## config.mk

```make
export PLATFORM = sky130hd
export DESIGN_NAME = bcd_to_bin_seq
export DESIGN_NICKNAME = d
export VERILOG_FILES = /design/src/rtl/bcd_pkg.sv /design/src/rtl/bcd_mac10.sv /design/src/rtl/bcd_to_bin_seq.sv
export SDC_FILE = /design/constraint.sdc
export NUM_CORES = 1
export LEC_CHECK = 0
export CAP_MARGIN = 20
export CORE_MARGIN = 5
export CORE_UTILIZATION = 40
export CTS_CLUSTER_SIZE = 30
export DETAILED_ROUTE_END_ITERATION = 6
export PLACE_DENSITY = 0.63
export RECOVER_POWER = 100
export SLEW_MARGIN = 20
export SYNTH_ARGS = -nofsm -noshare
export SYNTH_HDL_FRONTEND = slang
export SYNTH_HIERARCHICAL = 1
export SYNTH_SLANG_ARGS = --single-unit
```

## constraint.sdc

```tcl
create_clock -name clk -period 3.1 [get_ports clk]
set_clock_uncertainty 0.05 [all_clocks]
set_input_delay 0.465 -clock clk [delete_from_list [all_inputs] [get_ports clk]]
set_output_delay 0.465 -clock clk [all_outputs]
set_load 0.01 [all_outputs]
```

## src/rtl/bcd_pkg.sv

```systemverilog
// Shared constants and FSM state type for the sequential BCD-to-binary converter.
package bcd_pkg;
  localparam int BCD_W      = 4;
  localparam int BCD_MAX    = 9;
  localparam int DIGITS_DEF = 4;

  typedef enum logic {
    IDLE = 1'b0,
    CONV = 1'b1
  } state_t;
endpackage

```

## src/rtl/bcd_mac10.sv

```systemverilog
// Combinational acc*10 + digit built from two shifts and adds, no multiplier.
module bcd_mac10
  import bcd_pkg::*;
#(
  parameter int BIN_W = 14
) (
  input  logic [BIN_W-1:0] acc_in,
  input  logic [BCD_W-1:0] digit,
  output logic [BIN_W-1:0] acc_out
);
  logic [BIN_W-1:0] w_x8;
  logic [BIN_W-1:0] w_x2;
  logic [BIN_W-1:0] w_dig;

  assign w_x8    = acc_in << 3;
  assign w_x2    = acc_in << 1;
  assign w_dig   = BIN_W'(digit);
  // Carries past BIN_W are dropped, so overflow from invalid digits wraps.
  assign acc_out = w_x8 + w_x2 + w_dig;
endmodule

```

## src/rtl/bcd_to_bin_seq.sv

```systemverilog
// Sequential packed-BCD to binary converter, one digit per clock, MSD first.
// Optional digit range check enabled by defining BCD_TO_BIN_CHECK_EN.
module bcd_to_bin_seq
  import bcd_pkg::*;
#(
  parameter int DIGITS = DIGITS_DEF,
  parameter int BIN_W  = 14
) (
  input  logic                    clk,
  input  logic                    rst,
  input  logic                    start,
  input  logic [BCD_W*DIGITS-1:0] bcd_in,
  output logic                    busy,
  output logic                    done,
  output logic [BIN_W-1:0]        bin_out,
  output logic                    err
);
  localparam int               CNT_W = $clog2(DIGITS + 1);
  localparam logic [CNT_W-1:0] LAST  = CNT_W'(DIGITS - 1);

  state_t                  r_state;
  logic [BCD_W*DIGITS-1:0] r_dig;
  logic [BIN_W-1:0]        r_acc;
  logic [CNT_W-1:0]        r_cnt;
  logic                    r_busy;
  logic                    r_done;
  logic [BIN_W-1:0]        r_bin;

  logic [BCD_W-1:0]        w_digit;
  logic [BIN_W-1:0]        w_acc_next;
  logic                    w_last;

  assign w_digit = r_dig[BCD_W*DIGITS-1 -: BCD_W];
  assign w_last  = (r_cnt == LAST);

  bcd_mac10 #(.BIN_W(BIN_W)) u_mac (
    .acc_in (r_acc),
    .digit  (w_digit),
    .acc_out(w_acc_next)
  );

  always_ff @(posedge clk or posedge rst) begin
    if (rst) begin
      r_state <= IDLE;
      r_dig   <= '0;
      r_acc   <= '0;
      r_cnt   <= '0;
      r_busy  <= 1'b0;
      r_done  <= 1'b0;
      r_bin   <= '0;
    end else begin
      r_done <= 1'b0;
      case (r_state)
        IDLE: begin
          // Accepted even while done is high, which gives back-to-back results.
          if (start) begin
            r_dig   <= bcd_in;
            r_acc   <= '0;
            r_cnt   <= '0;
            r_busy  <= 1'b1;
            r_state <= CONV;
          end
        end
        CONV: begin
          r_acc <= w_acc_next;
          r_dig <= r_dig << BCD_W;
          r_cnt <= r_cnt + 1'b1;
          if (w_last) begin
            r_bin   <= w_acc_next;
            r_done  <= 1'b1;
            r_busy  <= 1'b0;
            r_state <= IDLE;
          end
        end
        default: r_state <= IDLE;
      endcase
    end
  end

  assign busy    = r_busy;
  assign done    = r_done;
  assign bin_out = r_bin;

`ifdef BCD_TO_BIN_CHECK_EN
  logic r_bad;
  logic r_err;
  logic w_bad_dig;

  assign w_bad_dig = (w_digit > BCD_W'(BCD_MAX));

  // Sticky over one conversion; only presented on err alongside done.
  always_ff @(posedge clk or posedge rst) begin
    if (rst) begin
      r_bad <= 1'b0;
      r_err <= 1'b0;
    end else begin
      r_err <= 1'b0;
      if (r_state == IDLE) begin
        if (start) r_bad <= 1'b0;
      end else begin
        r_bad <= r_bad | w_bad_dig;
        if (w_last) r_err <= r_bad | w_bad_dig;
      end
    end
  end

  assign err = r_err;
`else
  assign err = 1'b0;
`endif
endmodule

```

==> results of run 1 <==
power groups by stage:
stage / combinational, mW / sequential (mW) / clock, mW
after floorplan: 1.67 / 1.13 / 0
after global placement: 2.11 / 1.15 / 0
after detailed placement: 2.16 / 1.15 / 0
after CTS: 2.16 / 1.15 / 0.408
after global routing: 2.28 / 1.18 / 0.429
final: 2.00 / 1.13 / 0.391
metal layers:
metal | up-vias | track usage, % | part of all wire [%] | wire (µm)
li1 | 886 | - | - | -
met1 | 834 | 16.8 | 50 | 2470
met3 | 5 | 2.19 | 2.5 | 126
met2 | 27 | 20.1 | 46 | 2270
met5 | - | 0 | 0 | 0
met4 | 0 | 5.20 | 1.9 | 93
stage by stage:
| stage | instances | hold slack [ns] | utilization (%) |
|---|---|---|---|
| 2_1_floorplan | 236 | 0.399 | - |
| 5_1_grt | 348 | 0.473 | 46.4 |
| 4_1_cts | 348 | 0.448 | 47.1 |
| 3_5_place_dp | 340 | 0.422 | 45.7 |
| 3_3_place_gp | 340 | 0.412 | 45.7 |
| 6_report | 348 | 0.443 | 46.4 |
placed cells by master, fill, tap and decap left out, types with 3 or more instances in the layout:
cell and n:
nor2_1 7, ha_1 25, xnor2_1 6, o21ai_0 20, nand3_1 5, a22o_1 8, clkdlybuf4s50_1 16, mux2_1 8
xor2_1 5, mux2_2 6, clkbuf_8 5, dfrtp_1 49, nand2_1 20, inv_1 10, a21oi_1 8, mux2i_1 16
a31oi_1 3, dlygate4sd3_1 18, nand2b_1 8
worst max-delay path, cell delays in order (launching register included):
cell,delay (ns)
dfrtp_1,0.38
inv_1,0.07
fa_1,0.53
inv_1,0.07
ha_1,0.29
a21oi_1,0.18
o211ai_1,0.19
o2111ai_1,0.36
a31oi_1,0.16
xnor2_1,0.15
mux2_2,0.27
flip-flops by register name, indices dropped and copies added, names as in the netlist:
signal	count
done	1
busy	1
r_state	1
r_acc	13
r_dig	16
bin_out	14
r_cnt	3
how the worst max path moves through the flow:
stage               slack (ns)          end  cells after the start  startpoint
global placement          0.45  bin_out[12]                     10    r_acc[0]
global route              0.17  bin_out[13]                     10    r_acc[0]
detailed placement        0.40  bin_out[12]                     10    r_acc[0]
finish                    0.30  bin_out[13]                     10    r_acc[0]
floorplan                 0.55  bin_out[12]                     10    r_acc[0]
CTS                       0.39  bin_out[12]                     10    r_acc[0]
layout make-up:
| cell class | count | area (µm²) |
|---|---|---|
| Fill cell | 630 | 3600 |
| Tap cell | 80 | 100 |
| Sequential cell | 49 | 1230 |
| Clock inverter | 3 | 26.3 |
| Timing Repair Buffer | 38 | 364 |
| Clock buffer | 5 | 68.8 |
| Inverter | 11 | 41.3 |
| Multi-Input combinational cell | 162 | 1290 |
==> impl_metrics.env, run 1 <==
export IMPL_n_antenna_cell=0
export IMPL_io_buffers=34
export IMPL_min_from="r_dig[4]"
export IMPL_clkTransAtPathRegs_ns=0.10
export IMPL_overflow=0
export IMPL_cts_resized=0
export IMPL_syn_nets=282
export IMPL_arrival_ns=2.94
export IMPL_cts_post_setup_buffers_inserted=0
export IMPL_start_util_pct=40.5
export IMPL_reg2reg_to="bin_out[13]"
export IMPL_route_vias_total=1752
export IMPL_tns_ns=0
export IMPL_pre_cts_slack_ns=0.404
export IMPL_switching_share_pct=41.0
export IMPL_r2r_slack_ns=0.30
export IMPL_setup_slack_ns=0.303
export IMPL_drive_gt1_share_pct=7.09
export IMPL_fmax_ghz=0.358
export IMPL_dieArea_um2=8550
export IMPL_clock_root_buffer="clkbuf_8"
export IMPL_status="finished with violations"
export IMPL_holdPathStages=2
export IMPL_pwr_share_seq_pct=32.2
export IMPL_p_sw_mw=1.44
export IMPL_cp_required_ns=3.24
export IMPL_num_nets_final=313
export IMPL_ios=36
export IMPL_wire_per_inst_um=14.3
export IMPL_cts_buffers=5
export IMPL_synthCells=236
export IMPL_rows=30
export IMPL_drt_initial_drc_count=101
export IMPL_globalplace_congestion=0.864
export IMPL_crit_fanout=3
export IMPL_fp_dieW_um=92.5
export IMPL_cts_sinks=49
export IMPL_antenna_found_initial=0
export IMPL_power_frac_comb_pct=56.7
export IMPL_syn_to_final_growth_pct=14.6
export IMPL_drt_pass1_iter_count=4
export IMPL_hold_class="register to register"
export IMPL_grt_pass1_wl_um=8590
export IMPL_cap_violations=1
export IMPL_yosysWarningCount=6
export IMPL_drtAntennaViolNets=0
export IMPL_pwr_share_clk_pct=11.1
export IMPL_crit_type="register to register"
export IMPL_ir_drop_mv=0.314
export IMPL_clk_latency_ns=0.31
export IMPL_violations="max-capacitance violations, max-slew violations"
export IMPL_power_internal_mw=2.08
export IMPL_startpoint_type="register"
export IMPL_min_to="r_dig[8]"
export IMPL_hpwl_um=3610
export IMPL_fin_crit_ns=2.80
export IMPL_drc=0
export IMPL_worstRegToRegCells=10
export IMPL_grt_pass1_vias=1821
export IMPL_routed_wirelength_um=4960
export IMPL_finalSetupViolCount=0
export IMPL_leakagePower_nw=1.48
export IMPL_cts_hold_buffers_added=0
export IMPL_clockBufferDepth=2
export IMPL_placed_area_um2=3070
export IMPL_fp_dieH_um=92.5
export IMPL_power_mw=3.52
export IMPL_relSlewSlack_pct=-2.74
export IMPL_cts_tree="done"
export IMPL_synth_area_um2=2720
export IMPL_fin_area_um2=3120
export IMPL_grt_max_degree=50
export IMPL_core_um2=6720
export IMPL_htreeDepth=2
export IMPL_p_per_area_nw_per_um2=1130
export IMPL_grt_usage_pct=12.6
export IMPL_cp_end_kind="register"
export IMPL_syn_avg_cell_area_um2=11.5
export IMPL_via_per_inst=5.03
export IMPL_fin_crit_sh_pct=90.2
export IMPL_worst_slew_pin_slew_ns=1.54
export IMPL_timing_rr_start="r_acc[0]"
export IMPL_rsz0062_at_grt="false"
export IMPL_slew_violations=25
export IMPL_hold_viol_final=0
No activity file was read; power rests on OpenSTA's default activity.
==> run 2: changes to the inputs <==
CORE_MARGIN = 2   (was 5)
==> impl_metrics.env, run 2 (synthesis gave the netlist of run 1 again) <==
export IMPL_n_antenna_cell=0
export IMPL_slew_violations=0
export IMPL_dieArea_um2=7480
export IMPL_io_buffers=34
export IMPL_status="finished with violations"
export IMPL_num_nets_final=314
export IMPL_fin_crit_ns=2.75
export IMPL_clock_root_buffer="clkbuf_8"
export IMPL_rsz0062_at_grt="false"
export IMPL_start_util_pct=40.7
export IMPL_final_common_cell="dfrtp_1"
export IMPL_globalplace_congestion=0.857
export IMPL_routed_wirelength_um=4820
export IMPL_fin_crit_sh_pct=88.7
export IMPL_pwr_share_seq_pct=32.1
export IMPL_relSlewSlack_pct=0.705
export IMPL_hold_class="register to register"
export IMPL_crit_fanout=3
export IMPL_drtAntennaViolNets=0
export IMPL_regMostFlops="r_dig"
export IMPL_cts_post_setup_buffers_inserted=0
export IMPL_power_frac_comb_pct=56.8
export IMPL_cts_sinks=49
export IMPL_hpwl_um=3400
export IMPL_overflow=0
export IMPL_rows=30
export IMPL_hold_viol_final=0
export IMPL_cp_end_kind="register"
export IMPL_placed_area_um2=3080
export IMPL_clockBufferDepth=2
export IMPL_power_internal_mw=2.06
export IMPL_violations="max-capacitance violations"
export IMPL_leakagePower_nw=1.48
export IMPL_hold_slack_ns=0.441
export IMPL_grt_pass1_vias=1782
export IMPL_p_per_area_nw_per_um2=1130
export IMPL_ios=36
export IMPL_fmax_ghz=0.364
export IMPL_clkTransAtPathRegs_ns=0.10
export IMPL_drive_gt1_share_pct=6.32
export IMPL_via_per_inst=5.07
export IMPL_worst_slew_pin_slew_ns=1.49
export IMPL_drt_pass1_iter_count=4
export IMPL_clk_latency_ns=0.31
export IMPL_grt_max_degree=50
export IMPL_cts_hold_buffers_added=0
export IMPL_antenna_found_initial=0
export IMPL_tns_ns=0
export IMPL_pre_cts_slack_ns=0.397
export IMPL_grt_pass1_wl_um=8390
export IMPL_num_fill_cells=639
export IMPL_startpoint_type="register"
export IMPL_cts_tree="done"
export IMPL_drc=0
export IMPL_syn_to_final_growth_pct=14.3
export IMPL_fp_dieW_um=86.5
export IMPL_ir_drop_mv=0.449
export IMPL_largest_reg_flops=16
export IMPL_fp_dieH_um=86.5
export IMPL_htreeDepth=2
export IMPL_setup_slack_ns=0.351
export IMPL_p_sw_mw=1.45
export IMPL_cts_buffers=5
export IMPL_route_vias_total=1771
export IMPL_wire_per_inst_um=13.8
export IMPL_finalSetupViolCount=0
export IMPL_core_um2=6680
export IMPL_cap_violations=1
export IMPL_layout_common_cells="49 x dfrtp_1, 25 x ha_1, 20 x nand2_1, 20 x o21ai_0, 18 x dlygate4sd3_1"
export IMPL_cp_required_ns=3.25
export IMPL_arrival_ns=2.90
export IMPL_switching_share_pct=41.2
export IMPL_cts_resized=0
export IMPL_pwr_share_clk_pct=11.1
export IMPL_fin_area_um2=3110
export IMPL_drt_initial_drc_count=71
export IMPL_crit_type="register to register"
export IMPL_grt_usage_pct=14.2
==> run 2: changes by cell type in the layout (fill, tap and decap cells not counted), sizes merged <==
cell      delta
clkbuf       +2
clkinvlp     -1
buf          -1
clkinv       +1
==> run 2: metrics by stage <==
stage / util (%) / total power [mW] / cells
2_1_floorplan: - / 2.80 / 236
3_3_place_gp: 46.1 / 3.27 / 341
3_5_place_dp: 46.1 / 3.31 / 341
4_1_cts: 47.4 / 3.71 / 349
5_1_grt: 46.5 / 3.85 / 349
6_report: 46.5 / 3.50 / 349
==> run 2: worst paths after layout <==
path                          start           to  slack (ns)  cells after the start
max                        r_acc[0]  bin_out[13]        0.35                     10
min                        r_dig[3]     r_dig[7]        0.44                      2
max reg2reg                r_acc[0]  bin_out[13]        0.35                     10
min reg2reg                r_dig[3]     r_dig[7]        0.44                      2
max in group asynchronous       rst   bin_out[2]        1.36                      3
min in group asynchronous       rst     r_dig[9]        0.93                      3
==> run 2: layout make-up <==
type	instances	area [µm²]	share of cell area, %
Multi-Input combinational cell	162	1290	41.4
Inverter	11	41.3	1.33
Tap cell	80	100	3.22
Timing Repair Buffer	39	364	11.7
Clock buffer	5	68.8	2.21
Clock inverter	3	21.3	0.684
Sequential cell	49	1230	39.5
==> run 2: per-layer routing <==
layer	track usage, %	wire length (µm)	up-vias
li1	-	-	889
met3	3.52	159	7
met2	21.7	2160	33
met5	0	0	-
met4	3.84	51	0
met1	20.1	2440	842
==> run 2: critical path, cell delays in order (launching register included) <==
cell and delay (ns):
dfrtp_1 0.38, inv_1 0.07, fa_1 0.53, inv_1 0.07
ha_1 0.29, a21oi_1 0.19, o211ai_1 0.16, o2111ai_1 0.33
a31oi_1 0.16, xnor2_1 0.15, mux2_2 0.26
==> run 2: power by group through the flow <==
| stage | logic, mW | clock network [mW] | registers (mW) |
|---|---|---|---|
| floorplan | 1.67 | 0 | 1.13 |
| global placement | 2.12 | 0 | 1.15 |
| detailed placement | 2.16 | 0 | 1.15 |
| CTS | 2.16 | 0.407 | 1.14 |
| global route | 2.26 | 0.429 | 1.17 |
| finish | 1.99 | 0.389 | 1.12 |
